### src/rtl/score_pkg.sv
// Shared constants and types for the diamond score keeper and its helpers.
package score_pkg;

    localparam int NUM_DIAMONDS = 16;
    localparam int IDX_W        = 4;
    localparam int SCORE_W      = 5;
    localparam int SYNC_STAGES  = 2;

    typedef enum logic [1:0] {
        HS_IDLE = 2'd0,
        HS_EVAL = 2'd1,
        HS_ACK  = 2'd2
    } hs_state_t;

    typedef logic [SCORE_W-1:0] score_t;

    localparam score_t SCORE_MAX = score_t'(NUM_DIAMONDS);

endpackage

### src/rtl/score_keeper_req_sync.sv
// Single-bit multi-flop synchroniser; clears to 0 on asynchronous reset.
module req_sync #(
    parameter int STAGES = 2
) (
    input  logic i_clk,
    input  logic i_rst,
    input  logic i_d,
    output logic o_q
);

    logic [STAGES-1:0] r_chain;

    always_ff @(posedge i_clk or posedge i_rst) begin
        if (i_rst) begin
            r_chain <= '0;
        end else begin
            r_chain[0] <= i_d;
            for (int i = 1; i < STAGES; i++) begin
                r_chain[i] <= r_chain[i-1];
            end
        end
    end

    assign o_q = r_chain[STAGES-1];

endmodule

### src/rtl/score_keeper.sv
// Counts distinct collected diamonds from a 4-phase req/ack handshake and
// flags the win once every diamond has been taken.
module score_keeper
    import score_pkg::*;
(
    input  logic                    segclk,
    input  logic                    reset,
    input  logic                    new_game,
    input  logic                    hit_req,
    input  logic [IDX_W-1:0]        hit_idx,
    output logic                    hit_ack,
    output score_t                  score,
    output logic [NUM_DIAMONDS-1:0] collected,
    output logic                    game_won,
    output logic                    dup_hit,
    output hs_state_t               o_dbg_state
);

    // Handshake: the requester raises hit_req with hit_idx stable and holds it
    // until hit_ack is seen high; it then drops hit_req and hit_ack follows it
    // low. A request is taken only from HS_IDLE, so one handshake = one count.

    localparam logic [IDX_W:0] IDX_LIMIT = (IDX_W+1)'(NUM_DIAMONDS);

    hs_state_t               r_state;
    logic [IDX_W-1:0]        r_idx_q;
    logic [NUM_DIAMONDS-1:0] r_collected;
    score_t                  r_score;
    logic                    r_game_won;
    logic                    r_hit_ack;
    logic                    r_dup_hit;

    hs_state_t w_state_nxt;
    logic      w_req_s;
    logic      w_latch;
    logic      w_accept;
    logic      w_reject;
    logic      w_idx_valid;
    logic      w_taken;
    score_t    w_score_inc;

    req_sync #(
        .STAGES (SYNC_STAGES)
    ) u_req_sync (
        .i_clk (segclk),
        .i_rst (reset),
        .i_d   (hit_req),
        .o_q   (w_req_s)
    );

    assign w_idx_valid = ({1'b0, r_idx_q} < IDX_LIMIT);
    assign w_taken     = w_idx_valid && r_collected[r_idx_q];
    // Saturation guards against wrap; the bitmap already prevents reaching it.
    assign w_score_inc = (r_score == SCORE_MAX) ? r_score : r_score + score_t'(1);

    always_comb begin
        w_state_nxt = r_state;
        w_latch     = 1'b0;
        w_accept    = 1'b0;
        w_reject    = 1'b0;
        case (r_state)
            HS_IDLE: begin
                if (w_req_s) begin
                    if (r_game_won) begin
                        w_state_nxt = HS_ACK;
                    end else begin
                        w_latch     = 1'b1;
                        w_state_nxt = HS_EVAL;
                    end
                end
            end
            HS_EVAL: begin
                w_state_nxt = HS_ACK;
                // new_game discards the pending hit without flagging it
                if (!new_game) begin
                    if (!w_idx_valid || w_taken) begin
                        w_reject = 1'b1;
                    end else begin
                        w_accept = 1'b1;
                    end
                end
            end
            HS_ACK: begin
                if (!w_req_s) begin
                    w_state_nxt = HS_IDLE;
                end
            end
            default: begin
                w_state_nxt = HS_IDLE;
            end
        endcase
    end

    always_ff @(posedge segclk or posedge reset) begin
        if (reset) begin
            r_state   <= HS_IDLE;
            r_idx_q   <= '0;
            r_hit_ack <= 1'b0;
            r_dup_hit <= 1'b0;
        end else begin
            r_state   <= w_state_nxt;
            r_hit_ack <= (w_state_nxt == HS_ACK);
            r_dup_hit <= w_reject;
            if (w_latch) begin
                r_idx_q <= hit_idx;
            end
        end
    end

    always_ff @(posedge segclk or posedge reset) begin
        if (reset) begin
            r_collected <= '0;
            r_score     <= '0;
            r_game_won  <= 1'b0;
        end else if (new_game) begin
            r_collected <= '0;
            r_score     <= '0;
            r_game_won  <= 1'b0;
        end else if (w_accept) begin
            r_collected[r_idx_q] <= 1'b1;
            r_score              <= w_score_inc;
            r_game_won           <= r_game_won | (w_score_inc == SCORE_MAX);
        end
    end

    assign hit_ack     = r_hit_ack;
    assign score       = r_score;
    assign collected   = r_collected;
    assign game_won    = r_game_won;
    assign dup_hit     = r_dup_hit;
    assign o_dbg_state = r_state;

endmodule

### config.mk
export PLATFORM = sky130hd
export DESIGN_NAME = score_keeper
export DESIGN_NICKNAME = d
export VERILOG_FILES = /design/src/rtl/score_pkg.sv /design/src/rtl/score_keeper_req_sync.sv /design/src/rtl/score_keeper.sv
export SDC_FILE = /design/constraint.sdc
export NUM_CORES = 1
export LEC_CHECK = 0
export ABC_AREA = 0
export ABC_CLOCK_PERIOD_IN_PS = 2700
export CORE_ASPECT_RATIO = 1.75
export CORE_MARGIN = 2
export CORE_UTILIZATION = 45
export CTS_CLUSTER_SIZE = 14
export DETAILED_ROUTE_END_ITERATION = 12
export PLACE_DENSITY_LB_ADDON = 0.08
export SETUP_SLACK_MARGIN = 0.02
export SYNTH_ARGS = -nofsm -noshare
export SYNTH_HDL_FRONTEND = slang
export SYNTH_SLANG_ARGS = --single-unit
### constraint.sdc
create_clock -name segclk -period 2.7 [get_ports segclk]
set_input_delay 0.405 -clock segclk [delete_from_list [all_inputs] [get_ports segclk]]
set_output_delay 0.405 -clock segclk [all_outputs]
set_load 0.03 [all_outputs]
==> impl_metrics.toml, run 1 <==
[run_status]
status = "finished, final reports clean"

[sta]
rsz0062_at_grt = "false"
tns_ns = 0
finalHoldViolations = 0
max_slew_margin = 0.5369
skew_ns = 0.007033
fmax_mhz = 438.6
hold_ws_ns = 0.3555
finalSetupViolCount = 0
period_share = 0.8445
slew_violations = 0
fin_crit_ns = 2.280
tightestPinTransition_ns = 0.6932

[cts]
clockRootBuffer = "clkbuf_8"
cts.sinks = 32
cts_resized = 0
cts_buffers = 5
h-tree-depth = 2
cts_buffer_depth = 2
postCtsSetupRepairBufs = 0
path_clk_slew_ns = 0.07
cts_tree = "done"
hold_buffers = 0
clk_latency_ns = 0.29

[global_routing]
antenna_found_initial = 0
grt_pass1_wl_mm = 6.541
grt_pass1_vias = 1422
grt_overflow = 0
grt_max_degree = 33
grt.total_usage = 0.2002

[yosys]
netlist-cell-type-count = 42
synth_fp_nets = 182
synth_warnings = 0
async_flop_share = 1.000
ys_seq_area_frac = 0.4751
synth.area.top_cells = "dfrtp_1 48%, mux2i_1 5.3%, mux2_2 4.7%"
netlist_instances = 172
yosys.area.top_type = "dfrtp_1"
synth_flop_cell = "dfrtp_1"
synth_edf_count = 0
synth_top_cell_area_share = 0.4751
avgSynthCellArea_um2 = 9.799
synthesis.area_um2 = 1685
synth_seq_cells = 32

[route]
vias = 1367
wire_per_inst_um = 15.14
top_layer_used = "met4"
drt_iter0_drc = 46
drc = 0
vias_per_cell = 5.446
totalWireLength_mm = 3.800
wl_met3_um = 80
wl_met2_mm = 2.134
drt-met1-wl_mm = 1.503
firstDrtPassIters = 4
antenna_left = 0

[power_and_ir_drop]
p_per_area_nw_per_um2 = 846.8
ir_drop_uv = 548.4
total_power_mw = 1.833
p_leak_nw = 0.9382

[die]
start_util = 0.4692
dieArea_um2 = 4270
die_w_um = 50.26
rows = 29
coreArea_um2 = 3592
die_y_um = 84.96
io_pins = 34

[final_layout]
drive_above_1_share = 0.1073
multi_input_area_um2 = 778.2
syn2layout_area_growth_pct = 28.43
nets = 214
num_antenna_cells = 0
fillers = 303
final_cell_mix = "33 x clkdlybuf4s50_1, 32 x dfrtp_1, 21 x nor2_1, 15 x inv_1, 10 x a21oi_1"
regArea_um2 = 800.8
layout_commonest_cell = "clkdlybuf4s50_1"

[run]
maxCapViolCount = 0

[min_path]
hold_path_class = "register to register"

[worst_setup_path]
critPathCaptureType = "register"
arrival_ns = 2.45
cp_max_fo = 15
start_kind = "register"
cp.required_ns = 2.87
criticalPathCategory = "register to register"

[placement]
gp_congestion = 0.8950
io_buffers = 33
hpwl_mm = 2.838
-- registers in the layout, indices dropped and copies added, names as in the netlist --
name and flops:
u_req_sync.r_chain 2, o_dbg_state 2, collected 16, hit_ack 1, r_idx_q 4, score 5, game_won 1, dup_hit 1
-- worst paths after layout --
path                       slack (ns)                               to  cells past startpoint                       startpoint
max                              0.42             score[4]$_DFFE_PP0P_                      5           r_idx_q[1]$_DFFE_PP0P_
min                              0.36  u_req_sync.r_chain[1]$_DFF_PP0_                      0  u_req_sync.r_chain[0]$_DFF_PP0_
max reg2reg                      0.42             score[4]$_DFFE_PP0P_                      5           r_idx_q[1]$_DFFE_PP0P_
min reg2reg                      0.36  u_req_sync.r_chain[1]$_DFF_PP0_                      0  u_req_sync.r_chain[0]$_DFF_PP0_
max in group asynchronous        1.90         collected[4]$_DFFE_PP0P_                      3                            reset
min in group asynchronous        0.51        collected[11]$_DFFE_PP0P_                      3                            reset
-- power by group --
part	switching (mW)	internal (mW)	leakage, nW	total [mW]
clock network	0.180	0.326	0.0645	0.506
registers	0.161	0.554	0.429	0.714
logic	0.329	0.284	0.445	0.613
total	0.670	1.16	0.938	1.83
-- critical path, stage by stage (launching register included) --
cell and delay [ns]:
dfrtp_1 0.70, mux2i_1 0.19, mux4_2 0.56, and4_4 0.22, o211ai_2 0.15, mux2_1 0.33
-- through the flow --
| step | util | instances | area [um^2] | worst slack [ns] |
|---|---|---|---|---|
| floorplan | - | 172 | 1685 | 0.7399 |
| global placement | 0.5674 | 243 | 2038 | 0.5133 |
| detailed placement | 0.5674 | 243 | 2038 | 0.4178 |
| CTS | 0.6026 | 251 | 2165 | 0.4148 |
| global route | 0.6026 | 251 | 2165 | 0.3338 |
| finish | 0.6026 | 251 | 2165 | 0.4199 |
-- synthesized netlist by cell type (2+ instances only) --
cell / count
nand2_1: 5
inv_1: 15
a21oi_1: 10
nor2_1: 21
and2_1: 2
nand4_1: 3
nor3_1: 6
nand3_1: 3
clkbuf_1: 7
nand2b_1: 5
dfrtp_1: 32
o21ai_0: 7
xor2_1: 2
mux2_2: 7
ha_1: 2
nor2b_1: 4
o22ai_1: 8
mux2i_1: 9
-- layout make-up --
cell class,instances,area share
well taps,46,0.02659
multi-input cells,115,0.3595
repair buffers,35,0.1595
inverters,15,0.02601
flip-flops and latches,32,0.3699
clock inverters,1,0.01387
clock buffers,7,0.04451
-- kinds of logic (layout without fill, tap and decap cells) --
| kind of cell | count (synthesis) | after routing | share of synthesized area |
|---|---|---|---|
| compound gates | 35 | 35 | 0.1322 |
| xor+xnor | 2 | 2 | 0.01040 |
| fa+ha+maj | 2 | 2 | 0.01485 |
| buf+inv | 25 | 58 | 0.06310 |
| flops | 32 | 32 | 0.4751 |
| mux | 18 | 18 | 0.1203 |
| simple gates | 58 | 58 | 0.1841 |
-- routing by layer --
layer / GRT usage / vias to the layer above
li1: - / 664
met1: 0.2211 / 670
met2: 0.3636 / 24
met3: 0.03345 / 9
met4: 0.08838 / 0
met5: 0 / -
No activity file was read; power rests on OpenSTA's default activity.
==> inputs of run 2 (changes only) <==
--- a/config.mk
+++ b/config.mk
@@ -6,7 +6,7 @@
 export NUM_CORES = 1
 export LEC_CHECK = 0
 export ABC_AREA = 0
-export ABC_CLOCK_PERIOD_IN_PS = 2700
+export ABC_CLOCK_PERIOD_IN_PS = 1800
 export CORE_ASPECT_RATIO = 1.75
 export CORE_MARGIN = 2
 export CORE_UTILIZATION = 45
==> constraint.sdc (replaced) <==
create_clock -name segclk -period 1.8 [get_ports segclk]
set_input_delay 0.27 -clock segclk [delete_from_list [all_inputs] [get_ports segclk]]
set_output_delay 0.27 -clock segclk [all_outputs]
set_load 0.03 [all_outputs]
==> run 2 against run 1 <==
- the flow now finishes with violations (setup timing)
- critical path depth rose by 1
- clock skew is 0.0050 ns lower
- non-clock buffer count up 16
- critical endpoint unchanged
- clock power rose by 15%
- cell area is 6.6% higher
- via count rose by 5.1%
- first-iteration DRC count shrank 67%
==> impl_metrics.toml, run 2 (synthesis gave the netlist of run 1 again) <==
[run_status]
status = "complete, but fails checks"
violations = "setup timing"

[final_layout]
fin_area_um2 = 2307
final_util = 0.6423
syn2layout_area_growth_pct = 36.90
nets = 230
drive_above_1_share = 0.2545
largest_register_ffs = 16
final_cell_mix = "32 x clkdlybuf4s50_1, 22 x dfrtp_1, 20 x nor2_1, 18 x buf_4, 15 x inv_1"
stdcell_count = 266
layout_commonest_cell = "clkdlybuf4s50_1"
num_antenna_cells = 0

[global_routing]
grt_overflow = 0
grt_pass1_vias = 1486
grt_pass1_wl_mm = 6.693
grt_max_degree = 33
antenna_found_initial = 0
grt.total_usage = 0.2058

[worst_setup_path]
path_delay_family = "compound AO/OA/AOI/OAI gates"
arrival_ns = 2.10
cp.required_ns = 1.97
cp_max_fo = 7
r2r_cells = 6
criticalPathCategory = "register to register"
critPathCaptureType = "register"
critical_path.cell_chain = "buf_4 -> mux2i_1 -> a2bb2o_2 -> o211a_1 -> o211ai_2 -> mux2_4"
timing.rr.end = "score[4]$_DFFE_PP0P_"
critPathBufInv = 1
worstReg2RegStart = "r_idx_q[1]$_DFFE_PP0P_"
start_kind = "register"
reg2reg_slack_ns = -0.13
crit_path_max_incr_delay_ns = 0.47
slowest_stage = "dfrtp_2"

[sta]
fmax_mhz = 517.5
slew_violations = 0
rsz0062_at_grt = "true"
finalSetupViolCount = 6
skew_ns = 0.001990
max_slew_margin = 0.7262
tns_ns = -0.4118
fin_crit_ns = 1.932
period_share = 1.073
finalHoldViolations = 0
setup_ws_ns = -0.1322
tightestPinTransition_ns = 0.4076

[cts]
clockRootBuffer = "clkbuf_8"
cts.sinks = 32
cts_tree = "done"
path_clk_slew_ns = 0.06
cts_buffer_depth = 2
h-tree-depth = 2
cts_buffers = 5
clk_latency_ns = 0.28
hold_buffers = 0

[route]
drc = 0
vias_per_cell = 5.402
firstDrtPassIters = 4
wire_per_inst_um = 14.86
totalWireLength_mm = 3.953
drt_iter0_drc = 15
antenna_left = 0
vias = 1437

[power_and_ir_drop]
p_per_area_nw_per_um2 = 1219
ir_drop_uv = 790.3
p_leak_nw = 1.012

[placement]
hpwl_mm = 2.993
gp_congestion = 0.8535
placed_area_um2 = 2171
io_buffers = 33
dp_cells = 259

[min_path]
hold_start = "u_req_sync.r_chain[0]$_DFF_PP0_"
min_to = "u_req_sync.r_chain[1]$_DFF_PP0_"
hold_path_class = "register to register"
hold_depth = 0

[run]
maxCapViolCount = 0

[die]
die_w_um = 50.26
coreArea_um2 = 3592
start_util = 0.4692
rows = 29
io_pins = 34
die_y_um = 84.96
dieArea_um2 = 4270
==> run 2: power by group <==
part	total, mW	leakage (nW)	switching, mW	internal (mW)
clock network	0.584	0.0503	0.245	0.340
logic	1.22	0.548	0.628	0.587
registers	1.01	0.413	0.173	0.839
==> run 2: per-layer routing <==
metal | wire length, um | GRT usage
met5 | 0 | 0
met4 | 86 | 0.09091
met3 | 116 | 0.03697
met2 | 2239 | 0.3804
met1 | 1511 | 0.2190
==> run 2: how the worst max path moves through the flow <==
stage	endpoint	from	depth (start not counted)	slack [ns]
finish	score[4]$_DFFE_PP0P_	r_idx_q[1]$_DFFE_PP0P_	6	-0.13
detailed placement	score[4]$_DFFE_PP0P_	r_idx_q[1]$_DFFE_PP0P_	5	-0.16
floorplan	score[4]$_DFFE_PP0P_	r_idx_q[1]$_DFFE_PP0P_	6	-0.09
global route	score[4]$_DFFE_PP0P_	r_idx_q[1]$_DFFE_PP0P_	5	-0.20
CTS	score[4]$_DFFE_PP0P_	r_idx_q[1]$_DFFE_PP0P_	5	-0.13
global placement	score[4]$_DFFE_PP0P_	r_idx_q[1]$_DFFE_PP0P_	6	-0.14
==> run 2: worst register-to-register path, cell delays in order, from the launching register on <==
cell and delay (ns):
dfrtp_2 0.47, buf_4 0.17, mux2i_1 0.13, a2bb2o_2 0.29
o211a_1 0.26, o211ai_2 0.18, mux2_4 0.31
==> run 2: through the flow <==
step           setup WS [ns]  power (mW)  hold slack (ns)
3_3_place_gp         -0.1396       2.163           0.3394
5_1_grt              -0.1951       2.976           0.3797
3_5_place_dp         -0.1648       2.187           0.3436
2_1_floorplan       -0.09398       1.767           0.3014
6_report             -0.1322       2.813           0.3521
4_1_cts              -0.1310       2.784           0.3578
==> run 2: area by class of cell <==
cell class                      instances  area [um^2]
Fill cell                             303         1285
Multi-Input combinational cell        115        815.8
Sequential cell                        32        813.3
Timing Repair Buffer                   51        467.9
Clock buffer                            7        96.34
Tap cell                               46        57.56
Inverter                               15        56.30
==> run 2: timing repair <==
action,CTS,global route
pin swaps,1,0
hold endpoints to repair,0,0
resized for setup,2,8
setup buffers,0,0
setup endpoints to repair,10,12
==> inputs of run 3 (changes only) <==
--- a/config.mk
+++ b/config.mk
@@ -13,7 +13,7 @@
 export CTS_CLUSTER_SIZE = 14
 export DETAILED_ROUTE_END_ITERATION = 12
 export PLACE_DENSITY_LB_ADDON = 0.08
-export SETUP_SLACK_MARGIN = 0.02
+export SETUP_SLACK_MARGIN = 0.1
 export SYNTH_ARGS = -nofsm -noshare
 export SYNTH_HDL_FRONTEND = slang
 export SYNTH_SLANG_ARGS = --single-unit
==> run 3 against run 2 <==
- the run still ends with setup timing left
- maximum frequency fell by 1.0%
- sequential power barely moved
- cell area rose by 2.8%
- register-to-register slack got worse by 0.02 ns
- largest cell class unchanged
- highest routed layer unchanged
==> impl_metrics.toml, run 3 (synthesis gave the netlist of run 1 again) <==
[route]
firstDrtPassIters = 4
vias_per_cell = 5.534
drt_iter0_drc = 41
antenna_left = 0
wire_per_inst_um = 15.79
drc = 0
vias = 1483
totalWireLength_mm = 4.232

[worst_setup_path]
critical_path.endpoint = "score[4]$_DFFE_PP0P_"
crit_start = "r_idx_q[1]$_DFFE_PP0P_"
start_kind = "register"
r2r_cells = 5
cp.required_ns = 1.97
critPathCaptureType = "register"
slowest_stage = "mux4_2"
arrival_ns = 2.12
criticalPathCategory = "register to register"
cp_max_fo = 7
crit_path_max_incr_delay_ns = 0.50
reg2reg_slack_ns = -0.15
timing.rr.end = "score[4]$_DFFE_PP0P_"
critical_path.cell_chain = "mux2i_1 -> mux4_2 -> and4_4 -> o211ai_2 -> mux2_4"
worstReg2RegStart = "r_idx_q[1]$_DFFE_PP0P_"

[cts]
clockRootBuffer = "clkbuf_8"
cts_tree = "done"
cts_buffers = 5
h-tree-depth = 2
clk_latency_ns = 0.28
hold_buffers = 0
cts.sinks = 32
cts_buffer_depth = 2
path_clk_slew_ns = 0.07

[sta]
max_slew_margin = 0.7094
tightestPinTransition_ns = 0.4326
hold_ws_ns = 0.3545
fmax_mhz = 512.3
tns_ns = -0.3870
skew_ns = 0.008951
setup_ws_ns = -0.1520
fin_crit_ns = 1.952
finalSetupViolCount = 5
finalHoldViolations = 0
rsz0062_at_grt = "true"
slew_violations = 0
period_share = 1.084

[placement]
dp_cells = 258
hpwl_mm = 3.083
io_buffers = 33
post-place-ws_ns = -0.1744
gp_congestion = 0.8976

[die]
coreArea_um2 = 3592
rows = 29
die_y_um = 84.96
start_util = 0.4692
die_w_um = 50.26
dieArea_um2 = 4270
io_pins = 34

[global_routing]
grt.total_usage = 0.2166
grt_max_degree = 33
antenna_found_initial = 0
grt_overflow = 0
grt_pass1_vias = 1521
grt_pass1_wl_mm = 7.017

[final_layout]
stdcell_count = 268
nets = 231
largest_register_ffs = 16
drive_above_1_share = 0.2928
num_antenna_cells = 0
layout_commonest_cell = "clkdlybuf4s50_1"
final_cell_mix = "30 x clkdlybuf4s50_1, 21 x nor2_1, 18 x dfrtp_1, 17 x buf_4, 15 x inv_1"
syn2layout_area_growth_pct = 40.68

[run]
maxCapViolCount = 0

[power_and_ir_drop]
power_frac_clock = 0.199
swShare = 0.3799
ir_drop_uv = 739.8
p_leak_nw = 1.035
p_sw_mw = 1.078
power_frac_comb = 0.442
p_per_area_nw_per_um2 = 1197
p_int_mw = 1.759
total_power_mw = 2.837
seq_power_share = 0.360

[min_path]
hold_depth = 0
hold_path_class = "register to register"

[run_status]
violations = "setup timing"
status = "complete, but fails checks"
[run 3: critical path, delay by kind of cell, from the launching register on]
kind / cells / cell delay, ns
mux: 3 / 0.98
simple gates: 1 / 0.21
compound gates: 1 / 0.16
flops: 1 / 0.48
[run 3: how the worst min path moves through the flow]
stage,start,to,slack [ns]
final,u_req_sync.r_chain[0]$_DFF_PP0_,u_req_sync.r_chain[1]$_DFF_PP0_,0.35
after global routing,u_req_sync.r_chain[0]$_DFF_PP0_,u_req_sync.r_chain[1]$_DFF_PP0_,0.37
after CTS,u_req_sync.r_chain[0]$_DFF_PP0_,u_req_sync.r_chain[1]$_DFF_PP0_,0.36
after detailed placement,u_req_sync.r_chain[0]$_DFF_PP0_,u_req_sync.r_chain[1]$_DFF_PP0_,0.34
after global placement,u_req_sync.r_chain[0]$_DFF_PP0_,u_req_sync.r_chain[1]$_DFF_PP0_,0.34
after floorplan,hit_req,u_req_sync.r_chain[0]$_DFF_PP0_,0.30
[run 3: what timing repair did]
item | 4_1_cts | 5_1_grt
buffers inserted | 2 | 0
gates cloned | 0 | 0
pin swaps | 4 | 0
setup endpoints to repair | 15 | 20
resized for setup | 13 | 6
[run 3: per-stage QoR]
step / utilization / area, um^2
after detailed placement: 0.6071 / 2181
after CTS: 0.6517 / 2341
after global placement: 0.6071 / 2181
final: 0.6600 / 2371
after floorplan: - / 1703
after global routing: 0.6600 / 2371
[run 3: final cells by class]
type | count | area [um^2]
Fill cell | 279 | 1221
Tap cell | 46 | 57.56
Inverter | 15 | 56.30
Timing Repair Buffer | 52 | 489.2
Sequential cell | 32 | 818.3
Clock buffer | 6 | 82.58
Multi-Input combinational cell | 115 | 857.1
Clock inverter | 2 | 10.01
[run 3: power groups by stage]
stage          logic [mW]  registers, mW  clock network [mW]
2_1_floorplan       0.718           1.05                   0
3_3_place_gp         1.16           1.01                   0
6_report             1.25           1.02               0.564
4_1_cts              1.22           1.02               0.577
3_5_place_dp         1.18           1.02                   0
5_1_grt              1.35           1.04               0.612
[run 3: routing by layer]
layer / routed length [um] / GRT usage
met4: 67 / 0.08838
met5: 0 / 0
met2: 2466 / 0.4115
met1: 1546 / 0.2243
met3: 152 / 0.03697
